$ cat src/rtl/zerosoc_uart_rx.sv
// zerosoc_uart_rx: 8-bit asynchronous serial receiver with optional parity,
// a one-entry valid/ready holding register and single-cycle error pulses.
`timescale 1ns/1ps
module zerosoc_uart_rx #(
    parameter int DIV_W   = 16,
    parameter int MIN_DIV = 4
) (
    input  logic             clk_i,
    input  logic             rst_ni,
    input  logic             rx_i,
    input  logic             enable_i,
    input  logic [DIV_W-1:0] baud_div_i,
    input  logic             parity_en_i,
    input  logic             parity_odd_i,
    output logic [7:0]       rx_data_o,
    output logic             rx_valid_o,
    input  logic             rx_ready_i,
    output logic             busy_o,
    output logic             frame_err_o,
    output logic             parity_err_o,
    output logic             overrun_o,
    output logic             break_o
);

    typedef enum logic [2:0] {
        S_IDLE,
        S_START,
        S_DATA,
        S_PARITY,
        S_STOP
    } state_e;

    localparam logic [DIV_W-1:0] MIN_DIV_L = DIV_W'(MIN_DIV);
    localparam logic [DIV_W-1:0] ONE_L     = DIV_W'(1);

    // Line synchroniser; both flops idle high so reset never looks like a start bit.
    logic sync1_q, sync2_q;
    logic rx_s;

    state_e           state_q, state_d;
    logic [DIV_W-1:0] cnt_q, cnt_d;
    logic [DIV_W-1:0] dl_q, dl_d;
    logic [2:0]       idx_q, idx_d;
    logic [7:0]       shift_q, shift_d;
    logic             par_en_q, par_en_d;
    logic             par_odd_q, par_odd_d;
    logic             par_bit_q, par_bit_d;
    logic             par_err_q, par_err_d;
    logic             wait_hi_q, wait_hi_d;
    logic [7:0]       data_q, data_d;
    logic             valid_q, valid_d;
    logic             ferr_q, ferr_d;
    logic             perr_q, perr_d;
    logic             ovr_q, ovr_d;
    logic             brk_q, brk_d;
    logic [DIV_W-1:0] dl_clamp;

    assign rx_s     = sync2_q;
    assign dl_clamp = (baud_div_i < MIN_DIV_L) ? MIN_DIV_L : baud_div_i;

    // Two-flop synchroniser for the asynchronous serial line.
    always_ff @(posedge clk_i or negedge rst_ni) begin
        if (!rst_ni) begin
            sync1_q <= 1'b1;
            sync2_q <= 1'b1;
        end else begin
            sync1_q <= rx_i;
            sync2_q <= sync1_q;
        end
    end

    // Next-state logic: frame sequencing, bit sampling, delivery and error pulses.
    always_comb begin
        state_d   = state_q;
        cnt_d     = cnt_q;
        dl_d      = dl_q;
        idx_d     = idx_q;
        shift_d   = shift_q;
        par_en_d  = par_en_q;
        par_odd_d = par_odd_q;
        par_bit_d = par_bit_q;
        par_err_d = par_err_q;
        wait_hi_d = wait_hi_q;
        data_d    = data_q;
        valid_d   = valid_q;
        ferr_d    = 1'b0;
        perr_d    = 1'b0;
        ovr_d     = 1'b0;
        brk_d     = 1'b0;

        // Consumer pop; a delivery in the same cycle below overrides it.
        if (valid_q && rx_ready_i) begin
            valid_d = 1'b0;
        end

        if (!enable_i) begin
            // Disabling aborts any frame silently; held byte is untouched.
            state_d = S_IDLE;
        end else begin
            case (state_q)
                S_IDLE: begin
                    // After a frame error, wait for the line to go idle first
                    // so a held break is reported only once.
                    if (wait_hi_q) begin
                        if (rx_s) begin
                            wait_hi_d = 1'b0;
                        end
                    end else if (!rx_s) begin
                        dl_d      = dl_clamp;
                        cnt_d     = (dl_clamp >> 1) - ONE_L;
                        par_en_d  = parity_en_i;
                        par_odd_d = parity_odd_i;
                        par_bit_d = 1'b0;
                        par_err_d = 1'b0;
                        state_d   = S_START;
                    end
                end
                S_START: begin
                    if (cnt_q == '0) begin
                        if (rx_s) begin
                            // Glitch, not a start bit.
                            state_d = S_IDLE;
                        end else begin
                            cnt_d   = dl_q - ONE_L;
                            idx_d   = 3'd0;
                            state_d = S_DATA;
                        end
                    end else begin
                        cnt_d = cnt_q - ONE_L;
                    end
                end
                S_DATA: begin
                    if (cnt_q == '0) begin
                        shift_d[idx_q] = rx_s;
                        cnt_d          = dl_q - ONE_L;
                        idx_d          = idx_q + 3'd1;
                        if (idx_q == 3'd7) begin
                            state_d = par_en_q ? S_PARITY : S_STOP;
                        end
                    end else begin
                        cnt_d = cnt_q - ONE_L;
                    end
                end
                S_PARITY: begin
                    if (cnt_q == '0) begin
                        par_bit_d = rx_s;
                        par_err_d = (^shift_q) ^ rx_s ^ par_odd_q;
                        cnt_d     = dl_q - ONE_L;
                        state_d   = S_STOP;
                    end else begin
                        cnt_d = cnt_q - ONE_L;
                    end
                end
                S_STOP: begin
                    if (cnt_q == '0) begin
                        // Leave immediately so back-to-back frames resync on
                        // the next start edge instead of waiting out the stop bit.
                        state_d = S_IDLE;
                        if (rx_s) begin
                            perr_d = par_err_q;
                            if (!valid_q || rx_ready_i) begin
                                data_d  = shift_q;
                                valid_d = 1'b1;
                            end else begin
                                ovr_d = 1'b1;
                            end
                        end else begin
                            ferr_d    = 1'b1;
                            brk_d     = (shift_q == 8'h00) && !par_bit_q;
                            wait_hi_d = 1'b1;
                        end
                    end else begin
                        cnt_d = cnt_q - ONE_L;
                    end
                end
                default: begin
                    state_d = S_IDLE;
                end
            endcase
        end
    end

    // State, datapath and output registers.
    always_ff @(posedge clk_i or negedge rst_ni) begin
        if (!rst_ni) begin
            state_q   <= S_IDLE;
            cnt_q     <= '0;
            dl_q      <= MIN_DIV_L;
            idx_q     <= 3'd0;
            shift_q   <= 8'h00;
            par_en_q  <= 1'b0;
            par_odd_q <= 1'b0;
            par_bit_q <= 1'b0;
            par_err_q <= 1'b0;
            wait_hi_q <= 1'b0;
            data_q    <= 8'h00;
            valid_q   <= 1'b0;
            ferr_q    <= 1'b0;
            perr_q    <= 1'b0;
            ovr_q     <= 1'b0;
            brk_q     <= 1'b0;
        end else begin
            state_q   <= state_d;
            cnt_q     <= cnt_d;
            dl_q      <= dl_d;
            idx_q     <= idx_d;
            shift_q   <= shift_d;
            par_en_q  <= par_en_d;
            par_odd_q <= par_odd_d;
            par_bit_q <= par_bit_d;
            par_err_q <= par_err_d;
            wait_hi_q <= wait_hi_d;
            data_q    <= data_d;
            valid_q   <= valid_d;
            ferr_q    <= ferr_d;
            perr_q    <= perr_d;
            ovr_q     <= ovr_d;
            brk_q     <= brk_d;
        end
    end

    assign rx_data_o    = data_q;
    assign rx_valid_o   = valid_q;
    assign busy_o       = (state_q != S_IDLE);
    assign frame_err_o  = ferr_q;
    assign parity_err_o = perr_q;
    assign overrun_o    = ovr_q;
    assign break_o      = brk_q;

endmodule
$ cat config.mk
export PLATFORM = sky130hd
export DESIGN_NAME = zerosoc_uart_rx
export DESIGN_NICKNAME = d
export VERILOG_FILES = /design/src/rtl/zerosoc_uart_rx.sv
export SDC_FILE = /design/constraint.sdc
export NUM_CORES = 1
export LEC_CHECK = 0
export CELL_PAD_IN_SITES_DETAIL_PLACEMENT = 0
export CELL_PAD_IN_SITES_GLOBAL_PLACEMENT = 1
export CORE_UTILIZATION = 30
export CTS_CLUSTER_DIAMETER = 200
export DETAILED_ROUTE_END_ITERATION = 8
export PLACE_DENSITY_LB_ADDON = 0.1
export SYNTH_ARGS = -nofsm -noshare
export SYNTH_HDL_FRONTEND = slang
export SYNTH_SLANG_ARGS = --single-unit
$ cat constraint.sdc
create_clock -name clk_i -period 2.2 [get_ports clk_i]
set_input_delay 0.55 -clock clk_i [delete_from_list [all_inputs] [get_ports clk_i]]
set_output_delay 0.55 -clock clk_i [all_outputs]
set_load 0.05 [all_outputs]
==> impl_metrics.csv <==
group,metric,value,unit
status,outcome,"complete, but fails checks",
status,violations,"setup timing",
timing,fin_crit_sh,126,%
setup_path,critPathRequiredTime,2.43,ns
layout,stdcell_area,6850,um^2
routing,wl_per_cell,17.7,um
setup_path,worstSetupStartpointType,"input port",
layout,drive_gt1_share,44.9,%
global_routing,use_met2,30.7,%
global_routing,top_usage_layer,"met2",
routing,drt-total-wl,14500,um
yosys,synth_top_area_share,37.6,%
timing,clock.fmax,0.360,GHz
timing,tightest_slew,0.668,ns
layout,final_common_cell,"buf_4",
setup_path,worst_setup_path_end_kind,"register",
place,place.gp.congestion,0.826,
layout,syn_to_final_growth,63.6,%
yosys,synthTopCellsByArea,"dfrtp_1 (38%), mux2_2 (7.5%), o21ai_0 (4.7%)",
yosys,synth_seq_area_share,39.5,%
yosys,synth_area_leader_cell,"dfrtp_1",
yosys,synth_edf_count,0,
global_routing,grt_pass1_wl,22900,um
timing,min_period,2.77,ns
timing,rsz0062_at_grt,"yes",
setup_path,crit_arrival,3.01,ns
yosys,synthDistinctLibCells,67,
global_routing,grt_max_degree,26,
clock_tree,cts_tree,"done",
setup_path,path_max_fanout,3,
setup_path,crit_chain,"buf_8 > nor4_4 > and3_4 > nand2_4 > o21ai_4 > ha_4 > or4b_4 > or4_4 > xnor2_2 > a211oi_2 > o21ai_1",
layout,n_antenna_cell,0,
clock_tree,cts_max_path_buffers,2,
routing,drt_first_pass_iters,5,
power_and_ir_drop,p_per_area,650,nW/um^2
timing,slew_viol_final,0,
place,place_inst,748,
clock_tree,worstSkewPairLatency,0.35,ns
timing,hold_viol,0,
floorplanning,die_w,120,um
floorplanning,die_h,120,um
floorplanning,initial_utilization,31.1,%
clock_tree,cts_buffers,9,
clock_tree,clk_pin_slew,0.06,ns
routing,vias,4160,
power_and_ir_drop,power_leakage,3.03,nW
floorplanning,io_pins,37,
clock_tree,postCtsHoldBufs,0,
place,portBuffers,36,
timing,setup_viol,29,
place,dpl_cell_area,5590,um^2
routing,viasPerCell,5.08,
power_and_ir_drop,ir_worst_vdd,304,uV
global_routing,grtUsageTotal,21.1,%
clock_tree,cts_num_sinks,66,
setup_path,cp_slowest_stage_delay,0.48,ns
yosys,synth-seq-cells,66,
yosys,syn_nets,481,
routing,drt_iter0_drc,219,
yosys,yosysWarnings,0,
timing,fin_worst_skew,0.00780,ns
setup_path,criticalPathCategory,"input port to register",
setup_path,critPathSlowestCell,"or4b_4",
run,max_cap_viol_count,0,
timing,setup_slack,-0.575,ns
clock_tree,root_buffer,"clkbuf_16",
floorplanning,rows,42,
global_routing,use_met1,30.6,%
global_routing,overflow,0,
yosys,async_reset_ff_share,100,%
floorplanning,die_area,14400,um^2
routing,remaining_drc_errors,0,
yosys,synth.cell_area,4190,um^2
global_routing,antenna_found_initial,0,
clock_tree,h-tree-depth,3,
floorplanning,coreArea,13500,um^2
global_routing,grt_pass1_vias,4149,
layout,layout_common_cells,"buf_4 (146), dfrtp_1 (62), nand2_1 (36)",
routing,ant_nets,0,
min_path,hold_path_class,"input port to async pin",
yosys,avgSynthCellArea,9.35,um^2
place,pre_cts_ws,-1.36,ns
global_routing,met3_usage,2.74,%
layout,fin_cells,819,
yosys,synth_top_flop_cell,"dfrtp_1",
place,dp_hpwl,10000,um
timing,max_slew_margin,55.5,%
yosys,postSynthCellCount,448,
layout,fin_nets,672,
flip-flops by register name, summed over array words and instances, names as in the netlist, 3 cells and up:
name       count
dl_q          16
state_q        3
cnt_q         16
shift_q        8
rx_data_o      8
idx_q          3
worst max-delay path: cells and delay by family:
family	cells	cell delay (ns)
AOI/OAI and AO/OA	3	0.47
xor gates and xnor gates	1	0.16
adders and majority gates	1	0.17
buffers and inverters	1	0.10
and+or+nand+nor	5	1.56
metrics by stage:
step	hold WS (ns)	total power, mW	TNS (ns)	util, %
after global placement	0.346	2.65	-14.99	41.6
final	0.233	4.46	-4.60	50.9
after CTS	0.230	4.25	-3.50	47.5
after floorplan	0.254	2.07	-2.80	-
after global routing	0.260	4.68	-8.06	50.9
after detailed placement	0.351	2.65	-16.53	41.6
power by group:
group          leakage [nW]  switching (mW)  internal, mW
sequential            0.823           0.137          1.36
combinational          2.07           0.707         0.790
clock                 0.140           0.572         0.896
cell usage after synthesis, types with 6 or more instances:
cell type and number:
nand2b_1 7, nand2_1 41, inv_1 15, dfrtp_1 63, a21oi_1 15, ha_1 10, xnor2_1 17, xor2_1 15
mux2i_1 6, clkbuf_1 10, nor3_1 16, or3_1 6, o21ai_0 39, nor4_1 11, nor2_1 36, nand4_1 7
mux2_2 28, nand3_1 13
path summary, 6_finish.rpt:
kind,from,end,slack (ns),cells after the start
hold reg to reg,sync1_q,rx_s,0.36,0
setup / recovery,baud_div_i[8],cnt_q[14],-0.57,11
max in group asynchronous,rst_ni,dl_q[2],1.34,2
hold / removal,rst_ni,cnt_q[6],0.23,1
min in group clk_i,sync1_q,rx_s,0.36,0
setup reg to reg,cnt_q[8],cnt_q[14],-0.17,6
what timing repair did:
item                       4_1_cts  5_1_grt
cloned                           0        2
setup buffers                   44       17
setup endpoints to repair       43       51
resized for setup               88       75
pin swaps                       35       30
metal layers:
metal	vias to the layer above	wire length [um]
met3	24	417
li1	2027	-
met5	-	0
met2	85	6460
met4	0	405
met1	2024	7220
kinds of logic (layout without fill, tap and decap cells):
logic type | after synthesis | in the layout | share of synthesized area (%)
simple gates | 174 | 174 | 23.2
compound gates | 98 | 98 | 15.0
buf+inv | 34 | 229 | 3.64
fa+ha+maj | 10 | 10 | 2.99
xor+xnor | 32 | 32 | 6.69
flops | 66 | 66 | 39.5
mux | 34 | 34 | 8.96
cell type report:
class | instances | area, um^2
Clock buffer | 10 | 239
Clock inverter | 5 | 55.1
Fill cell | 1281 | 6600
Inverter | 15 | 56.3
Multi-Input combinational cell | 348 | 2900
Sequential cell | 66 | 1660
Tap cell | 176 | 220
Timing Repair Buffer | 199 | 1730
Power figures use the tool's default switching activity.
